==> config.mk <==
export PLATFORM = sky130hd
export DESIGN_NAME = stream_fifo
export DESIGN_NICKNAME = d
export VERILOG_FILES = /design/src/rtl/stream_fifo_pkg.sv /design/src/rtl/stream_fifo_mem.sv /design/src/rtl/stream_fifo.sv
export SDC_FILE = /design/constraint.sdc
export NUM_CORES = 1
export LEC_CHECK = 0
export ABC_CLOCK_PERIOD_IN_PS = 4300
export CORE_MARGIN = 2
export CORE_UTILIZATION = 50
export DETAILED_ROUTE_END_ITERATION = 6
export PLACE_DENSITY = 0.73
export SLEW_MARGIN = 20
export SYNTH_ARGS = -nofsm -noshare
export SYNTH_HDL_FRONTEND = slang
export SYNTH_HIERARCHICAL = 1
export SYNTH_SLANG_ARGS = --single-unit
export TNS_END_PERCENT = 5
==> constraint.sdc <==
create_clock -name I_CLK -period 4.3 [get_ports I_CLK]
set_input_delay 0.86 -clock I_CLK [delete_from_list [all_inputs] [get_ports I_CLK]]
set_output_delay 0.86 -clock I_CLK [all_outputs]
set_load 0.005 [all_outputs]
==> src/rtl/stream_fifo_pkg.sv <==
// Shared types and helpers for stream_fifo: level width, occupancy state, stats width.
package stream_fifo_pkg;

  localparam int unsigned STAT_CNT_W = 32;

  typedef enum logic [1:0] {
    OCC_EMPTY   = 2'd0,
    OCC_PARTIAL = 2'd1,
    OCC_FULL    = 2'd2
  } occ_state_t;

  function automatic int unsigned level_width(input int unsigned depth);
    return $clog2(depth) + 1;
  endfunction

endpackage

==> src/rtl/stream_fifo_mem.sv <==
// 1-write/1-read register array with combinational read port.
module stream_fifo_mem #(
  parameter int unsigned P_DATA_WIDTH = 32,
  parameter int unsigned P_DEPTH      = 8
) (
  input  logic                       i_clk,
  input  logic                       i_we,
  input  logic [$clog2(P_DEPTH)-1:0] i_waddr,
  input  logic [P_DATA_WIDTH-1:0]    i_wdata,
  input  logic [$clog2(P_DEPTH)-1:0] i_raddr,
  output logic [P_DATA_WIDTH-1:0]    o_rdata
);

  logic [P_DATA_WIDTH-1:0] r_mem [P_DEPTH];

  always_ff @(posedge i_clk) begin
    if (i_we) begin
      r_mem[i_waddr] <= i_wdata;
    end
  end

  assign o_rdata = r_mem[i_raddr];

endmodule

==> src/rtl/stream_fifo.sv <==
// Valid/ready stream FIFO with registered occupancy flags.
// Optional statistics outputs when STREAM_FIFO_STAT_EN is defined.
module stream_fifo
  import stream_fifo_pkg::*;
#(
  parameter int unsigned P_DATA_WIDTH  = 32,
  parameter int unsigned P_DEPTH       = 8,
  parameter int unsigned P_AFULL_LEVEL = 6
) (
  input  logic                                I_CLK,
  input  logic                                I_RESET,
  input  logic                                I_S_VALID,
  output logic                                O_S_READY,
  input  logic [P_DATA_WIDTH-1:0]             I_S_DATA,
  output logic                                O_M_VALID,
  input  logic                                I_M_READY,
  output logic [P_DATA_WIDTH-1:0]             O_M_DATA,
  output logic [level_width(P_DEPTH)-1:0]     O_LEVEL,
  output logic                                O_EMPTY,
  output logic                                O_FULL,
  output logic                                O_AFULL
`ifdef STREAM_FIFO_STAT_EN
  ,
  output logic [STAT_CNT_W-1:0]               O_PUSH_CNT,
  output logic [level_width(P_DEPTH)-1:0]     O_MAX_LEVEL
`endif
);

  localparam int unsigned AW = $clog2(P_DEPTH);
  localparam int unsigned LW = level_width(P_DEPTH);

  logic [AW-1:0] r_wptr;
  logic [AW-1:0] r_rptr;
  logic [LW-1:0] r_level;
  logic [LW-1:0] w_level_nxt;
  logic          r_afull;
  occ_state_t    r_occ;
  occ_state_t    w_occ_nxt;
  logic          w_push;
  logic          w_pop;

  assign O_EMPTY   = (r_occ == OCC_EMPTY);
  assign O_FULL    = (r_occ == OCC_FULL);
  assign O_AFULL   = r_afull;
  assign O_LEVEL   = r_level;
  assign O_S_READY = !O_FULL && !I_RESET;
  assign O_M_VALID = !O_EMPTY;

  assign w_push = I_S_VALID && O_S_READY;
  assign w_pop  = O_M_VALID && I_M_READY;

  always_comb begin
    w_level_nxt = r_level;
    if (w_push && !w_pop) begin
      w_level_nxt = r_level + LW'(1);
    end else if (w_pop && !w_push) begin
      w_level_nxt = r_level - LW'(1);
    end
  end

  always_comb begin
    w_occ_nxt = r_occ;
    case (r_occ)
      OCC_EMPTY:   if (w_push) w_occ_nxt = OCC_PARTIAL;
      OCC_PARTIAL: begin
        if (w_push && !w_pop && w_level_nxt == LW'(P_DEPTH)) begin
          w_occ_nxt = OCC_FULL;
        end else if (w_pop && !w_push && w_level_nxt == '0) begin
          w_occ_nxt = OCC_EMPTY;
        end
      end
      OCC_FULL:    if (w_pop) w_occ_nxt = OCC_PARTIAL;
      default:     w_occ_nxt = OCC_EMPTY;
    endcase
  end

  always_ff @(posedge I_CLK) begin
    if (I_RESET) begin
      r_wptr  <= '0;
      r_rptr  <= '0;
      r_level <= '0;
      r_occ   <= OCC_EMPTY;
      r_afull <= 1'b0;
    end else begin
      if (w_push) r_wptr <= r_wptr + AW'(1);
      if (w_pop)  r_rptr <= r_rptr + AW'(1);
      r_level <= w_level_nxt;
      r_occ   <= w_occ_nxt;
      r_afull <= (w_level_nxt >= LW'(P_AFULL_LEVEL));
    end
  end

`ifdef STREAM_FIFO_STAT_EN
  logic [STAT_CNT_W-1:0] r_push_cnt;
  logic [LW-1:0]         r_max_level;

  always_ff @(posedge I_CLK) begin
    if (I_RESET) begin
      r_push_cnt  <= '0;
      r_max_level <= '0;
    end else begin
      if (w_push) r_push_cnt <= r_push_cnt + STAT_CNT_W'(1);
      if (w_level_nxt > r_max_level) r_max_level <= w_level_nxt;
    end
  end

  assign O_PUSH_CNT  = r_push_cnt;
  assign O_MAX_LEVEL = r_max_level;
`endif

  stream_fifo_mem #(
    .P_DATA_WIDTH (P_DATA_WIDTH),
    .P_DEPTH      (P_DEPTH)
  ) u_mem (
    .i_clk   (I_CLK),
    .i_we    (w_push),
    .i_waddr (r_wptr),
    .i_wdata (I_S_DATA),
    .i_raddr (r_rptr),
    .o_rdata (O_M_DATA)
  );

endmodule

==> flow_metrics.env <==
export IMPL_post_cts_repair_setup_buffers=0
export IMPL_grt_pass1_wl_um=29720
export IMPL_post_route_period_util=0.8662
export IMPL_rsz0062_at_grt="no"
export IMPL_skew_ps=15.67
export IMPL_grt_usage=0.1774
export IMPL_critPathLaunch="r_rptr[0]"
export IMPL_dieArea_um2=22370
export IMPL_ys_warn_count=6
export IMPL_pre_cts_slack_ps=781.7
export IMPL_yosysTopAreaCellShare=0.7257
export IMPL_port_buffers=76
export IMPL_setup_viol=0
export IMPL_firstDrtPassIters=4
export IMPL_synth_avg_cell_area_um2=22.54
export IMPL_ant_nets=0
export IMPL_power_leakage_nw=4.009
export IMPL_gp_congestion=0.7394
export IMPL_pin_count=77
export IMPL_finalMaxSlewViolations=0
export IMPL_vias=4957
export IMPL_grt_max_degree=43
export IMPL_numCtsBuffers=26
export IMPL_synth_fp_nets=510
export IMPL_clock_sinks=269
export IMPL_drc=0
export IMPL_h_tree_depth=1
export IMPL_die_height_um=149.6
export IMPL_cts_path_max_buffers=3
export IMPL_synthesis_area_um2=10590
export IMPL_nNetsFinal=614
export IMPL_hold_violations=0
export IMPL_arrival_ps=2860
export IMPL_insertion_delay_ps=520
export IMPL_critPathMaxFanout=28
export IMPL_seq_area_frac_synth=0.7503
export IMPL_tns_ps=0
export IMPL_fillers=1446
export IMPL_root_buffer="clkbuf_16"
export IMPL_setup_slack_ps=575.2
export IMPL_synth_cells=470
export IMPL_slew_headroom=0.5394
export IMPL_criticalPathCategory="reg -> out"
export IMPL_crit_path_end_kind="output pin"
export IMPL_ys_top_cells_by_area="edfxtp_1 (73%), mux4_1 (9.9%), mux4_2 (5.1%), mux2_2 (3.4%), dfxtp_1 (2.5%)"
export IMPL_cap_violations=0
export IMPL_start_util=0.5071
export IMPL_required_ps=3440
export IMPL_cp_start_kind="flop"
export IMPL_placed_area_um2=11820
export IMPL_clk_pin_slew_worst_paths_ps=60
export IMPL_layout_commonest_cell="edfxtp_1"
export IMPL_ys_types=46
export IMPL_status="completed"
export IMPL_cts_resized=0
export IMPL_min_path_type="reg -> reg"
export IMPL_final_cell_mix="edfxtp_1 (256), clkdlybuf4s50_1 (76), mux4_1 (40)"
export IMPL_drt_total_wl_um=19250
export IMPL_yosysTopAreaCell="edfxtp_1"
export IMPL_grt_remaining_overflow=0
export IMPL_avgViaCountPerCell=5.724
export IMPL_timing_rr_start="r_occ[0]"
export IMPL_powerDensity_nw_per_um2=439.4
export IMPL_die_x_um=149.6
export IMPL_area_delta_synth_final_pct=19.45
export IMPL_placementRows=53
export IMPL_antenna_found_initial=0
export IMPL_diodes=0
export IMPL_tightestPinTransition_ps=690.9
export IMPL_drive_gt1_frac=0.2335
export IMPL_synth_seq_cells=269
export IMPL_holdBufCountCts=0
export IMPL_period_needed_ps=3725
export IMPL_fin_area_um2=12650
export IMPL_grt_pass1_vias=5316
export IMPL_coreArea_um2=20890
export IMPL_fin_hold_ws_ps=588.9
export IMPL_hp_start="r_wptr[1]"
export IMPL_finalPower_mw=5.559
export IMPL_hpwl_um=11280
export IMPL_cts_tree="yes"
export IMPL_drtIter0Drc=296
export IMPL_wl_per_cell_um=22.23
export IMPL_ir_drop_mv=0.4582
export IMPL_max_freq_ghz=0.2685
metal layers:
layer  up-vias  wire length (um)  track usage
met4         0               423      0.05238
met1      2591              8187       0.2362
met2       132              9862       0.3060
met3        31               781      0.02713
li1       2203                 -            -
met5         -                 0            0
final timing paths:
path,to,slack (ps),depth (start not counted)
setup / recovery,O_M_DATA[6],580,4
hold reg to reg,r_wptr[1],590,2
hold / removal,r_wptr[1],590,2
setup reg to reg,u_mem/r_mem[1][14],1820,6
synth_stat cells, drive strengths merged:
cell	instances
a21oi	5
nor3	5
mux4	64
nor4	1
a311oi	1
mux2i	1
clkbuf	4
o22ai	3
o21a	1
o32ai	1
xnor2	4
dfxtp	13
a211oi	3
edfxtp	256
or2b	1
o2bb2ai	1
nand4b	1
mux2	32
inv	4
ha	4
o21ai	4
a31oi	1
a21o	1
nor2b	2
or2	1
nand3	2
a32oi	1
nor2	14
nand2b	6
a221o	1
nor3b	1
or3b	1
and2	2
buf	16
nand2	10
xor2	2
critical path: stages, from the launching register on:
cell and delay [ps]:
dfxtp_4 690, buf_4 320, mux4_1 580, mux2_2 290, clkdlybuf4s50_1 440
power breakdown:
part | internal [mW] | switching, mW
logic | 0.258 | 0.177
registers | 2.91 | 0.0437
clock network | 1.26 | 0.903
total | 4.44 | 1.12
area by class of cell:
class / instances / area [um2] / share of cell area
Sequential cell: 269 / 7954 / 0.6286
Multi-Input combinational cell: 177 / 2550 / 0.2015
Timing Repair Buffer: 96 / 973.4 / 0.07693
Clock buffer: 32 / 694.4 / 0.05488
Tap cell: 275 / 344.1 / 0.02719
Clock inverter: 13 / 122.6 / 0.009691
Inverter: 4 / 15.01 / 0.001187
cell families (layout without fill, tap and decap cells):
family	Yosys count	in the layout	share of synthesized area
adders and majority gates	4	4	0.004725
and+or+nand+nor	47	47	0.02422
buffers and inverters	24	145	0.01417
AOI/OAI and AO/OA	23	23	0.01642
DFF	269	269	0.7503
muxes	97	97	0.1852
xor gates and xnor gates	6	6	0.004961
per-stage QoR:
| step | std cells | utilization |
|---|---|---|
| finish | 866 | 0.6058 |
| global route | 866 | 0.6058 |
| global placement | 820 | 0.5657 |
| CTS | 865 | 0.6048 |
| floorplan | 470 | - |
| detailed placement | 820 | 0.5657 |
registers in the layout (all words and copies together), names as in the netlist:
signal,count
O_LEVEL,4
u_mem/r_mem,256
r_occ,2
O_AFULL,1
r_rptr,3
r_wptr,3
No activity file was read; power rests on OpenSTA's default activity.
